===== src/rtl/spi_master_ctrl_if.sv =====
// rtl/spi_master_ctrl_if.sv - byte stream handshake between host and SPI master
// tx side carries bytes to shift out, rx side returns sampled bytes.
interface spi_master_ctrl_if;
  logic       tx_valid;
  logic       tx_ready;
  logic [7:0] tx_data;
  logic       tx_last;
  logic       rx_valid;
  logic [7:0] rx_data;

  modport master (
    output tx_valid,
    output tx_data,
    output tx_last,
    input  tx_ready,
    input  rx_valid,
    input  rx_data
  );

  modport slave (
    input  tx_valid,
    input  tx_data,
    input  tx_last,
    output tx_ready,
    output rx_valid,
    output rx_data
  );
endinterface


===== src/rtl/spi_master_ctrl.sv =====
// rtl/spi_master_ctrl.sv - SPI mode-0 master, one byte per handshake
// Frames span bytes until tx_last; CS_n is held low between bytes of a frame.
module spi_master_ctrl #(
  parameter int CLK_DIV  = 2,
  parameter int CS_SETUP = 1,
  parameter int CS_GAP   = 4
) (
  input  logic               clk,
  input  logic               rst,
  spi_master_ctrl_if.slave   bus,
  output logic               busy,
  output logic               CS_n,
  output logic               SCLK,
  output logic               MOSI,
  input  logic               MISO
);

  localparam logic [2:0] S_IDLE  = 3'd0;
  localparam logic [2:0] S_SETUP = 3'd1;
  localparam logic [2:0] S_LOW   = 3'd2;
  localparam logic [2:0] S_HIGH  = 3'd3;
  localparam logic [2:0] S_NEXT  = 3'd4;
  localparam logic [2:0] S_GAP   = 3'd5;

  localparam logic [7:0] DIV_M1   = 8'(CLK_DIV - 1);
  localparam logic [7:0] SETUP_M1 = 8'(CS_SETUP - 1);
  localparam logic [7:0] GAP_M1   = 8'(CS_GAP - 1);

  logic [2:0] state;
  logic [7:0] cnt;
  logic [2:0] bit_cnt;
  logic [7:0] tx_shift;
  logic [7:0] rx_shift;
  logic [7:0] rx_next;
  logic [7:0] rx_final;
  logic       last_q;
  logic       miso_q;
  logic       accept;

  assign bus.tx_ready = ((state == S_IDLE) || (state == S_NEXT)) && !rst;
  assign accept       = bus.tx_valid && bus.tx_ready;
  assign busy         = (state != S_IDLE);

  // MISO is registered at the edge that raises SCLK and folded in on the
  // first HIGH cycle; with CLK_DIV=1 that cycle is also the last one.
  always_comb begin
    rx_next  = {rx_shift[6:0], miso_q};
    rx_final = (cnt == DIV_M1) ? rx_next : rx_shift;
  end

  always_ff @(posedge clk) begin
    if (rst) begin
      state       <= S_IDLE;
      cnt         <= 8'd0;
      bit_cnt     <= 3'd0;
      tx_shift    <= 8'd0;
      rx_shift    <= 8'd0;
      last_q      <= 1'b0;
      miso_q      <= 1'b0;
      bus.rx_valid <= 1'b0;
      bus.rx_data  <= 8'd0;
      CS_n        <= 1'b1;
      SCLK        <= 1'b0;
      MOSI        <= 1'b0;
    end else begin
      miso_q       <= MISO;
      bus.rx_valid <= 1'b0;
      case (state)
        S_IDLE, S_NEXT: begin
          if (accept) begin
            tx_shift <= bus.tx_data;
            last_q   <= bus.tx_last;
            bit_cnt  <= 3'd7;
            CS_n     <= 1'b0;
            SCLK     <= 1'b0;
            MOSI     <= bus.tx_data[7];
            if ((state == S_IDLE) && (CS_SETUP != 0)) begin
              state <= S_SETUP;
              cnt   <= SETUP_M1;
            end else begin
              state <= S_LOW;
              cnt   <= DIV_M1;
            end
          end
        end
        S_SETUP: begin
          if (cnt == 8'd0) begin
            state <= S_LOW;
            cnt   <= DIV_M1;
          end else begin
            cnt <= cnt - 8'd1;
          end
        end
        S_LOW: begin
          if (cnt == 8'd0) begin
            state <= S_HIGH;
            cnt   <= DIV_M1;
            SCLK  <= 1'b1;
          end else begin
            cnt <= cnt - 8'd1;
          end
        end
        S_HIGH: begin
          if (cnt == DIV_M1) begin
            rx_shift <= rx_next;
          end
          if (cnt == 8'd0) begin
            SCLK    <= 1'b0;
            bit_cnt <= bit_cnt - 3'd1;
            if (bit_cnt == 3'd0) begin
              bus.rx_valid <= 1'b1;
              bus.rx_data  <= rx_final;
              MOSI         <= 1'b0;
              if (last_q) begin
                CS_n  <= 1'b1;
                state <= S_GAP;
                cnt   <= GAP_M1;
              end else begin
                state <= S_NEXT;
              end
            end else begin
              MOSI     <= tx_shift[6];
              tx_shift <= {tx_shift[6:0], 1'b0};
              state    <= S_LOW;
              cnt      <= DIV_M1;
            end
          end else begin
            cnt <= cnt - 8'd1;
          end
        end
        S_GAP: begin
          if (cnt == 8'd0) begin
            state <= S_IDLE;
          end else begin
            cnt <= cnt - 8'd1;
          end
        end
        default: state <= S_IDLE;
      endcase
    end
  end

endmodule


===== src/flat_wrapper.sv =====
// flat-port wrapper written by rule: the top's interface ports become plain ports
module spi_master_ctrl_flat 
#(
  parameter int CLK_DIV  = 2,
  parameter int CS_SETUP = 1,
  parameter int CS_GAP   = 4
)
  (clk, rst, busy, CS_n, SCLK, MOSI, MISO, bus_tx_valid, bus_tx_data, bus_tx_last, bus_tx_ready, bus_rx_valid, bus_rx_data);
  spi_master_ctrl_if bus_i ();
  input  logic clk;
  input  logic rst;
  output logic busy;
  output logic CS_n;
  output logic SCLK;
  output logic MOSI;
  input  logic MISO;
  input wire logic [$bits(bus_i.tx_valid)-1:0] bus_tx_valid;
  input wire logic [$bits(bus_i.tx_data)-1:0] bus_tx_data;
  input wire logic [$bits(bus_i.tx_last)-1:0] bus_tx_last;
  output wire logic [$bits(bus_i.tx_ready)-1:0] bus_tx_ready;
  output wire logic [$bits(bus_i.rx_valid)-1:0] bus_rx_valid;
  output wire logic [$bits(bus_i.rx_data)-1:0] bus_rx_data;
  assign bus_i.tx_valid = bus_tx_valid;
  assign bus_i.tx_data = bus_tx_data;
  assign bus_i.tx_last = bus_tx_last;
  assign bus_tx_ready = bus_i.tx_ready;
  assign bus_rx_valid = bus_i.rx_valid;
  assign bus_rx_data = bus_i.rx_data;
  spi_master_ctrl #(.CLK_DIV(CLK_DIV), .CS_SETUP(CS_SETUP), .CS_GAP(CS_GAP)) u_core (.clk(clk), .rst(rst), .bus(bus_i), .busy(busy), .CS_n(CS_n), .SCLK(SCLK), .MOSI(MOSI), .MISO(MISO));
endmodule

===== config.mk =====
export PLATFORM = sky130hd
export DESIGN_NAME = spi_master_ctrl_flat
export DESIGN_NICKNAME = d
export VERILOG_FILES = /design/src/rtl/spi_master_ctrl_if.sv /design/src/rtl/spi_master_ctrl.sv /design/src/flat_wrapper.sv
export SDC_FILE = /design/constraint.sdc
export NUM_CORES = 1
export LEC_CHECK = 0
export ABC_AREA = 1
export CAP_MARGIN = 15
export CORE_MARGIN = 2
export CORE_UTILIZATION = 53
export CTS_BUF_LIST = sky130_fd_sc_hd__clkbuf_16
export CTS_CLUSTER_SIZE = 24
export DETAILED_ROUTE_END_ITERATION = 8
export PLACE_DENSITY = 0.76
export SYNTH_ARGS = -nofsm -noshare
export SYNTH_HDL_FRONTEND = slang
export SYNTH_SLANG_ARGS = --single-unit

===== constraint.sdc =====
create_clock -name clk -period 2.3 [get_ports clk]
set_input_delay 0.46 -clock clk [delete_from_list [all_inputs] [get_ports clk]]
set_output_delay 0.46 -clock clk [all_outputs]
set_load 0.1 [all_outputs]

==> run metrics <==
RR Startpoint=u_core.state[2]$_SDFFE_PP0P_; Final min period=1.93 ns; Core Area=4030 µm²; DR DRC count=0; # nets final=371; Synth Instances=327; f_max=0.518 GHz; Die Width=69.1 µm; port bufs=26; initial antenna violation count=0; Via density=4.99; drt wl/cell=11.4 µm; Post-DRT Antenna Nets=0; Iteration-0 DRC Markers=137; CTS tree=yes; Tot GR Track Use=20.6%; Rows=23; hold wc startpoint=u_core.MOSI$_SDFFE_PP0P_; Inserted Diodes=0; crit path from=rst; Worst setup SP type=primary input; Lkg Pwr=0.00126 µW; # fillers=377; Yosys top cell area share=38.3%; # Post-CTS Setup Buffers=0; maximum VDD drop=0.661 mV; remaining global-route overflow=0; Final Hold Viols=0; post-synthesis average cell area=6.87 µm²; biggest area consumer among synthesized cells=dfxtp_1; # setup viols final=0; layout cells sized above 1=13.2%; worst endpoint required time=1.84 ns; Worst Tran Pin Value=0.530 ns; CTS Buffer Depth=2; Total Wirelength=4.63 mm; Post-DP HPWL=3.35 mm; Pwr Density=1560 nW/µm²; Top Ports=27; CTS sink cnt=43; max cap viols=0; final slew viol count=0; Initial DRT Pass Iterations=4; RSZ-0062 raised after global routing=false; crit path kind=in2out; setup_tns=0 ns; die footprint=4770 µm²; worst hold path type=reg2reg; post-synth cell types=33; synthesized area=2250 µm²; final core occ=66.4%; final worst slack=0.370 ns; Vias=2020; H-tree levels=2; CP Data Arrival Time=1.47 ns; worst rel slew slack=64.6%; Area Growth Syn to Fin=19.1%; main flop type after synthesis=dfxtp_1; pin count of the biggest net entering global routing=31; Starting Density=55.7%; die height=69.1 µm; fin crit share=83.9%; Worst Skew=0.00610 ns; outcome=finished clean; most frequent cell after synthesis=nand2_1; Crit Path Max Fanout=6; number of synthesized flops with an enable pin=0; first-pass GRT wire length=8.15 mm; CP endpoint kind=output port; FF+latch count, synth=43; CTS root buf=clkbuf_16; Hold-fix buffers, CTS=0; Register Area=861 µm²; Synth warnings=0; multi-input combinational cell area=1130 µm²; vias in the first global route=1907; post-CTS sizing=0; clk_lat worst skew=0.28 ns; most frequent cells after synthesis=nand2_1 (72), nor2_1 (45), dfxtp_1 (43), inv_1 (43), o21ai_0 (38); clk slew on worst S/H paths=0.06 ns; ys async rst share=0%; routability cong.=0.944; synth top area cells=dfxtp_1 (38%), nand2_1 (12%), o21ai_0 (8.5%); TritonCTS buffer count=5; Post-Place Worst Slack=0.242 ns; Syn Nets=344; sequential share of the synthesized area=38.3%
## per-layer routing
| layer | track usage (%) | up-vias | part of all wire, % |
|---|---|---|---|
| met5 | 0 | - | 0 |
| met4 | 5.88 | 0 | 1.1 |
| met3 | 4.68 | 7 | 3.9 |
| met2 | 34.8 | 45 | 47 |
| met1 | 26.2 | 879 | 48 |
| li1 | - | 1089 | - |
## layout make-up
class / instances / area share (%)
Tap cell: 50 / 2.34
Clock inverter: 3 / 1.45
Sequential cell: 43 / 32.2
Clock buffer: 5 / 4.68
Inverter: 49 / 6.97
Timing Repair Buffer: 30 / 10.0
Multi-Input combinational cell: 225 / 42.4
## worst max-delay path, cell delays in order
cell and delay [ns]:
clkdlybuf4s50_1 0.47, buf_4 0.19, nor2_2 0.15, buf_12 0.19
## logic make-up (layout without fill, tap and decap cells)
group	Yosys count	in the layout	synth area share, %
DFF	43	43	38.3
buffers and inverters	59	87	11.3
AOI/OAI and AO/OA	67	67	16.0
adders and majority gates	4	4	2.23
and+or+nand+nor	150	150	30.6
xor gates and xnor gates	4	4	1.56
## layout by cell type (no fill, tap or decap), types with 6 or more instances in the layout
| master | netlist | routed |
|---|---|---|
| o21ai_0 | 38 | 38 |
| nand2_1 | 72 | 72 |
| nor2_2 | 5 | 6 |
| nand3_1 | 11 | 11 |
| nor2_1 | 45 | 44 |
| buf_4 | 0 | 17 |
| dfxtp_1 | 43 | 43 |
| clkdlybuf4s50_1 | 0 | 12 |
| inv_1 | 43 | 43 |
| a21oi_1 | 20 | 20 |
## worst paths after layout
path                                          end  slack (ns)  cells after the start
setup reg to reg  u_core.tx_shift[4]$_SDFFE_PP0P_        0.52                      8
hold / removal           u_core.MOSI$_SDFFE_PP0P_        0.46                      2
setup / recovery                     bus_tx_ready        0.37                      4
hold reg to reg          u_core.MOSI$_SDFFE_PP0P_        0.46                      2
## power by group
group | leakage [µW] | switching, µW | internal (µW)
clock | 0.0000812 | 277 | 506
sequential | 0.000351 | 147 | 941
combinational | 0.000825 | 1600 | 695
## registers in the layout, indices dropped and copies added (netlist names)
signal	count
u_core.bit_cnt	3
u_core.state	3
u_core.bus.rx_data	8
u_core.miso_q	1
u_core.rx_shift	8
u_core.tx_shift	7
u_core.MOSI	1
u_core.last_q	1
u_core.bus.rx_valid	1
u_core.cnt	8
u_core.CS_n	1
u_core.SCLK	1
## through the flow
step | hold WS [ns] | instance area, µm² | std cells | power [µW]
after floorplan | 0.439 | 2250 | 327 | 2990
final | 0.456 | 2680 | 405 | 4160
after CTS | 0.457 | 2680 | 405 | 4180
after global placement | 0.434 | 2510 | 397 | 3340
after global routing | 0.485 | 2680 | 405 | 4500
after detailed placement | 0.441 | 2510 | 397 | 3370
Power figures use the tool's default switching activity.
